===== src/rtl/bypass_pkg.sv =====
// rtl/bypass_pkg.sv - shared tracker entry type and select encoding for the bypass unit
package bypass_pkg;

    localparam int RD_MAX_W   = 8;
    localparam int FWD_SEL_RF = 0;

    // rd is stored zero-extended so one entry type serves any REG_NUM up to 256
    typedef struct packed {
        logic                valid;
        logic [RD_MAX_W-1:0] rd;
        logic                is_load;
    } bypass_entry_t;

    function automatic int stage_to_sel(input int stage);
        return stage + 1;
    endfunction

endpackage


===== src/rtl/bypass_select.sv =====
// rtl/bypass_select.sv - per-port youngest-producer match, ready check and operand select
module bypass_select
    import bypass_pkg::*;
#(
    parameter int DATA_WIDTH = 64,
    parameter int DEPTH      = 3,
    parameter int LOAD_READY = 1,
    parameter int RW         = 5,
    parameter int SEL_W      = 2
) (
    input  bypass_entry_t [DEPTH-1:0]       entries,
    input  logic [DEPTH*DATA_WIDTH-1:0]     stage_data,
    input  logic [RW-1:0]                   rs,
    input  logic                            rs_used,
    input  logic [DATA_WIDTH-1:0]           rf_data,
    output logic [DATA_WIDTH-1:0]           fwd_data,
    output logic [SEL_W-1:0]                fwd_sel,
    output logic                            stall
);

    // Scan oldest to youngest so the youngest match overwrites any older one
    always_comb begin
        fwd_data = rf_data;
        fwd_sel  = SEL_W'(FWD_SEL_RF);
        stall    = 1'b0;
        for (int k = DEPTH - 1; k >= 0; k--) begin
            if (rs_used && (rs != '0) && entries[k].valid && (entries[k].rd == RD_MAX_W'(rs))) begin
                if (!entries[k].is_load || (k >= LOAD_READY)) begin
                    fwd_sel  = SEL_W'(stage_to_sel(k));
                    fwd_data = stage_data[k*DATA_WIDTH +: DATA_WIDTH];
                    stall    = 1'b0;
                end else begin
                    fwd_sel  = SEL_W'(FWD_SEL_RF);
                    fwd_data = rf_data;
                    stall    = 1'b1;
                end
            end
        end
    end

endmodule


===== src/rtl/bypass_unit.sv =====
// rtl/bypass_unit.sv - forwarding/hazard unit; BYPASS_STATS_EN adds stall_count/fwd_count
module bypass_unit
    import bypass_pkg::*;
#(
    parameter int DATA_WIDTH   = 64,
    parameter int REG_NUM      = 32,
    parameter int NUM_RD_PORTS = 2,
    parameter int DEPTH        = 3,
    parameter int LOAD_READY   = 1,
    localparam int RW          = $clog2(REG_NUM),
    localparam int SEL_W       = $clog2(DEPTH + 1)
) (
    input  logic                               clk,
    input  logic                               rst,
    input  logic                               advance,
    input  logic                               flush,
    input  logic                               issue_valid,
    input  logic [RW-1:0]                      issue_rd,
    input  logic                               issue_is_load,
    input  logic [DEPTH*DATA_WIDTH-1:0]        stage_data,
    input  logic [NUM_RD_PORTS*RW-1:0]         rs,
    input  logic [NUM_RD_PORTS-1:0]            rs_used,
    input  logic [NUM_RD_PORTS*DATA_WIDTH-1:0] rf_data,
    output logic [NUM_RD_PORTS*DATA_WIDTH-1:0] fwd_data,
    output logic [NUM_RD_PORTS*SEL_W-1:0]      fwd_sel,
    output logic                               hazard_stall
`ifdef BYPASS_STATS_EN
    ,
    output logic [31:0]                        stall_count,
    output logic [31:0]                        fwd_count
`endif
);

    bypass_entry_t [DEPTH-1:0] tracker;
    logic [NUM_RD_PORTS-1:0]   port_stall;

    for (genvar p = 0; p < NUM_RD_PORTS; p++) begin : g_port
        bypass_select #(
            .DATA_WIDTH (DATA_WIDTH),
            .DEPTH      (DEPTH),
            .LOAD_READY (LOAD_READY),
            .RW         (RW),
            .SEL_W      (SEL_W)
        ) u_select (
            .entries    (tracker),
            .stage_data (stage_data),
            .rs         (rs[p*RW +: RW]),
            .rs_used    (rs_used[p]),
            .rf_data    (rf_data[p*DATA_WIDTH +: DATA_WIDTH]),
            .fwd_data   (fwd_data[p*DATA_WIDTH +: DATA_WIDTH]),
            .fwd_sel    (fwd_sel[p*SEL_W +: SEL_W]),
            .stall      (port_stall[p])
        );
    end

    assign hazard_stall = (|port_stall) && !flush;

    // A stalled issue enters as a bubble so the dependent op re-checks next cycle
    always_ff @(posedge clk or posedge rst) begin
        if (rst) begin
            tracker <= '0;
        end else if (flush) begin
            tracker <= '0;
        end else if (advance) begin
            for (int k = DEPTH - 1; k > 0; k--) begin
                tracker[k] <= tracker[k-1];
            end
            tracker[0] <= '{valid:   issue_valid && !hazard_stall && (issue_rd != '0),
                            rd:      RD_MAX_W'(issue_rd),
                            is_load: issue_is_load};
        end
    end

`ifdef BYPASS_STATS_EN
    logic [31:0] fwd_ports;

    always_comb begin
        fwd_ports = '0;
        for (int p = 0; p < NUM_RD_PORTS; p++) begin
            if (fwd_sel[p*SEL_W +: SEL_W] != SEL_W'(FWD_SEL_RF)) begin
                fwd_ports = fwd_ports + 32'd1;
            end
        end
    end

    always_ff @(posedge clk or posedge rst) begin
        if (rst) begin
            stall_count <= '0;
            fwd_count   <= '0;
        end else begin
            if (hazard_stall) begin
                stall_count <= stall_count + 32'd1;
            end
            if (advance) begin
                fwd_count <= fwd_count + fwd_ports;
            end
        end
    end
`endif

endmodule


===== config.mk =====
export PLATFORM = sky130hd
export DESIGN_NAME = bypass_unit
export DESIGN_NICKNAME = d
export VERILOG_FILES = /design/src/rtl/bypass_pkg.sv /design/src/rtl/bypass_select.sv /design/src/rtl/bypass_unit.sv
export SDC_FILE = /design/constraint.sdc
export NUM_CORES = 1
export LEC_CHECK = 0
export ABC_AREA = 1
export CAP_MARGIN = 20
export CORE_AREA = 5 5 183 185
export CTS_BUF_LIST = sky130_fd_sc_hd__clkbuf_2
export DETAILED_ROUTE_END_ITERATION = 8
export DIE_AREA = 0 0 188 190
export SETUP_SLACK_MARGIN = 0.4
export SYNTH_ARGS = -nofsm -noshare
export SYNTH_HDL_FRONTEND = slang
export SYNTH_HIERARCHICAL = 1
export SYNTH_SLANG_ARGS = --single-unit

===== constraint.sdc =====
create_clock -name clk -period 1.9 [get_ports clk]
set_input_delay 0.285 -clock clk [delete_from_list [all_inputs] [get_ports clk]]
set_output_delay 0.285 -clock clk [all_outputs]
set_load 0.01 [all_outputs]

==> impl_metrics.ini, run 1 <==
[run_status]
run_status = finished, violations left
violations = setup timing

[setup_path]
cp_max_fo = 48
crit_path_end_kind = output port
start_kind = flop
r2r_setup_slack_ps = -10
cp_data_required_time_ps = 1620
arrival_ps = 2460
r2r-start = tracker[9]$_DFFE_PP0P_
reg2reg_to = tracker[9]$_DFFE_PP0P_
critical_path_class = flop to output port
r2r_cells = 15

[detailed_routing]
antenna_left = 0
drc = 0
drt_wl_total_mm = 55.90
vias = 13540
dr.pass1.iters = 5
drtIter0Drc = 1451
vias_per_cell = 5.640
wl_per_cell_um = 23.28

[final_layout]
reg_top3 = tracker (19)
layout_common_cells = nand4_1, clkdlybuf4s50_1, nand2_1
fin_nets = 2332
final_util_pct = 52.78
final_common_cell = nand4_1
nFillCells = 3069
top_register = tracker
area_growth_pct = 125.6
largest_register_ffs = 19
drive_gt1_share_pct = 36.57

[run]
cap_violations = 0

[cts]
path_clk_slew_ps = 180
clockBufferDepth = 2
cts_buffers = 3
h-tree-depth = 1
root_buffer = clkbuf_2
cts_tree = yes
clkLatencyLatePin_ps = 290
cts_sinks = 19

[sta]
period_needed_ps = 2747
setup_slack_ps = -847.1
slew-limit-headroom_pct = 66.86
setup_viol = 134
tightestPinTransition_ps = 495.5
slew_violations = 0
timing.setup.tns_ps = -92790
skew_ps = 10.08
hold_violations = 0
rsz0062_at_grt = yes
fin_crit_sh_pct = 144.6
holdWs_ps = 275.0
max_freq_ghz = 0.3640

[grt]
antenna_found_initial = 4
grt-ovfl-total = 0
track_usage_pct = 27.05
grt_pass1_wl_mm = 77.42
grt_pass1_vias = 12820
grt_max_degree = 54

[synth]
yosysWarnings = 6
synthCells = 1373
synth_area_mm2 = 0.007458
avgSynthCellArea_um2 = 5.432

[place]
hpwlAfterDp_mm = 37.76
port_buffers = 475
place.gp.congestion = 0.9670
post-place-ws_ps = -1254

[floorplan]
die_area_mm2 = 0.03572
die-width_um = 188
initial_utilization_pct = 23.40
num_rows = 66
die_h_um = 190
core_area_mm2 = 0.03188
num_io_pins = 476

[power]
cellPowerDensity_mw_per_mm2 = 155.5
leakage_nw = 7.986
ir_drop_mv = 0.2579
finalPower_mw = 2.616

[hold_path]
hp-class = input port to async pin
[critical path, stage by stage, from the launching register on]
cell and delay [ps]:
dfrtp_1 430, inv_1 60, nor2_1 100, nand2_1 90, nor2_4 130, nand2_2 80, nor2_4 210, nand2_4 100
buf_4 150, buf_12 160, nand4_1 180, nand3_2 100, dlygate4sd2_1 310
[per-stage QoR]
stage | std cells | instance area (um^2)
2_1_floorplan | 1394 | 8832
3_3_place_gp | 2237 | 14470
3_5_place_dp | 2237 | 14470
4_1_cts | 2291 | 15240
5_1_grt | 2400 | 16820
6_report | 2401 | 16820
[power by group]
part | leakage, nW | internal (mW) | switching (mW)
Sequential | 0.244 | 0.421 | 0.0241
Clock | 0.0166 | 0.0558 | 0.117
Combinational | 7.73 | 1.12 | 0.877
Total | 7.99 | 1.60 | 1.02
[routing by layer]
layer  GRT usage [%]  vias to the layer above  part of all wire (%)  routed length [um]
li1                -                     6089                     -                   -
met1           35.30                     6426                    40               22100
met2           47.10                      868                    48               26820
met3           3.211                      157                   8.4                4711
met4           7.651                        2                   4.0                2257
met5               0                        -                 0.023                  13
[area by class of cell]
cell class	count	area, um^2	area share [%]
Inverter	210	810.8	4.819
Antenna cell	5	12.51	0.07437
Timing Repair Buffer	743	8115	48.23
Multi-Input combinational cell	1012	6868	40.82
Clock buffer	4	20.02	0.1190
Tap cell	408	510.5	3.034
Sequential cell	19	488.0	2.900
[timing repair]
item,CTS,global route
pin swaps,23,66
endpoints found under the hold margin,0,0
hold buffers,0,0
gates cloned,10,18
endpoints found under the setup margin,134,134
gates resized for setup,378,334
setup buffers,40,87
[worst max-delay path by stage]
| stage | startpoint | end | slack [ps] | depth (start not counted) |
|---|---|---|---|---|
| 6_report | tracker[9]$_DFFE_PP0P_ | fwd_data[30] | -850 | 12 |
| 5_1_grt | tracker[9]$_DFFE_PP0P_ | fwd_data[60] | -960 | 15 |
| 4_1_cts | tracker[3]$_DFFE_PP0P_ | fwd_data[13] | -930 | 12 |
| 3_5_place_dp | rs[0] | fwd_data[25] | -1250 | 13 |
| 3_3_place_gp | rs[0] | fwd_data[25] | -1260 | 13 |
| 2_1_floorplan | tracker[3]$_DFFE_PP0P_ | hazard_stall | 90 | 12 |
Power figures use the tool's default switching activity.
==> run 2: changes to the inputs <==
==> constraint.sdc (replaced) <==
create_clock -name clk -period 1.9 [get_ports clk]
set_input_delay 0.285 -clock clk [delete_from_list [all_inputs] [get_ports clk]]
set_output_delay 0.285 -clock clk [all_outputs]
set_load 0.005 [all_outputs]
==> impl_metrics.ini, run 2 (synthesized netlist as in run 1, its figures left out) <==
[hold_path]
hp-class = input port to async pin

[place]
dp_cells = 2238
hpwlAfterDp_mm = 38.51
port_buffers = 475
place.gp.congestion = 0.9221

[setup_path]
arrival_ps = 2450
critical_path_class = flop to output port
start_kind = flop
r2r_cells = 15
cp_max_fo = 5
crit_path_end_kind = output port
cp_data_required_time_ps = 1620

[cts]
h-tree-depth = 1
cts_buffers = 3
cts_sinks = 19
clkLatencyLatePin_ps = 320
root_buffer = clkbuf_2
cts_tree = yes
clockBufferDepth = 2
path_clk_slew_ps = 190
postCtsHoldBufs = 0

[floorplan]
initial_utilization_pct = 23.40
die-width_um = 188
core_area_mm2 = 0.03188
die_area_mm2 = 0.03572
num_io_pins = 476
die_h_um = 190
num_rows = 66

[sta]
tightestPinTransition_ps = 504.4
rsz0062_at_grt = yes
setup_slack_ps = -837.5
setup_viol = 134
max_freq_ghz = 0.3653
period_needed_ps = 2738
skew_ps = 16.61
fin_crit_sh_pct = 144.1
hold_violations = 0
slew-limit-headroom_pct = 66.27
timing.setup.tns_ps = -95260
slew_violations = 0

[detailed_routing]
drtIter0Drc = 1813
dr.pass1.iters = 6
wl_per_cell_um = 24.64
vias_per_cell = 5.764
antenna_left = 0
drt_wl_total_mm = 60.11
drc = 0
vias = 14060

[run]
cap_violations = 0

[final_layout]
nFillCells = 2988
regArea_um2 = 485.5
largest_register_ffs = 19
fin_nets = 2371
drive_gt1_share_pct = 37.64
final_common_cell = nand4_1
layout_common_cells = nand4_1, clkdlybuf4s50_1, nand2_1
multi_input_area_mm2 = 0.006900
finalNonFillerCells = 2440
area_growth_pct = 133.3
reg_top3 = tracker (19)
top_register = tracker

[grt]
grt_max_degree = 46
grt-ovfl-total = 0
track_usage_pct = 28.18
grt_pass1_wl_mm = 79.95
antenna_found_initial = 6
grt_pass1_vias = 12740

[power]
finalPower_mw = 2.564
leakage_nw = 8.265
ir_drop_mv = 0.2839
cellPowerDensity_mw_per_mm2 = 147.3

[run_status]
violations = setup timing
run_status = finished, violations left
-- run 2: cell types whose count changed in the layout (fill, tap and decap cells not counted), moves of 11 or more --
| cell | change |
|---|---|
| buf_2 | +30 |
| buf_6 | -26 |
| nand3_1 | +25 |
| inv_2 | +19 |
| inv_1 | -17 |
| nand3_4 | +11 |
| nand3_2 | -36 |
-- run 2: per-stage QoR --
step | util [%] | setup WS [ps] | hold WS (ps) | cell area (um^2)
after global placement | 44.60 | -1214 | 500.8 | 14220
after floorplan | - | 128.3 | 236.1 | 8655
after detailed placement | 44.60 | -1214 | 515.1 | 14220
after CTS | 49.07 | -945.8 | 284.3 | 15640
final | 54.58 | -837.5 | 260.5 | 17400
after global routing | 54.58 | -980.7 | 276.4 | 17400
-- run 2: worst max-delay path: stages (launching register included) --
cell,delay (ps)
dfrtp_1,470
inv_1,60
nand2_1,70
nand2_2,60
nor2_4,150
nand2_2,90
nor2_4,180
buf_12,140
nand3_4,120
buf_12,190
buf_6,120
buf_16,140
buf_6,120
nand3_2,60
nand3_2,60
buf_6,120
-- run 2: routing by layer --
layer  vias to the layer above  GRT usage, %  part of all wire [%]
li1                       6186             -                     -
met4                         2         9.938                   5.0
met1                      6675         36.50                    39
met3                       219         3.688                   9.0
met5                         -             0                 0.022
met2                       981         48.18                    47
-- run 2: path summary, 6_finish.rpt --
path | slack, ps | startpoint | to
worst max-delay path | -840 | tracker[1]$_DFFE_PP0P_ | fwd_data[46]
worst min-delay path | 260 | rst | tracker[4]$_DFFE_PP0P_
worst max register to register | -30 | tracker[3]$_DFFE_PP0P_ | tracker[9]$_DFFE_PP0P_
worst min register to register | 550 | tracker[29]$_DFFE_PP0P_ | tracker[29]$_DFFE_PP0P_
max in group asynchronous | 1400 | rst | tracker[21]$_DFFE_PP0P_
min in group clk | 540 | issue_is_load | tracker[0]$_DFFE_PP0P_
-- run 2: where the power goes --
group,total [mW],switching [mW],internal (mW),leakage (nW)
Clock,0.181,0.126,0.0557,0.0166
Combinational,1.94,0.828,1.11,8.00
Sequential,0.442,0.0225,0.420,0.246
-- run 2: what timing repair did --
item	4_1_cts	5_1_grt
cloned	20	23
setup endpoints to repair	134	134
pin swaps	16	123
resized for setup	353	395
buffers inserted	54	96
-- run 2: final cells by class --
cell class | count | area share (%)
Sequential cell | 19 | 2.790
Timing Repair Buffer | 781 | 49.74
Clock buffer | 4 | 0.1151
Tap cell | 408 | 2.934
Antenna cell | 5 | 0.07192
Multi-Input combinational cell | 1013 | 39.66
Inverter | 210 | 4.689
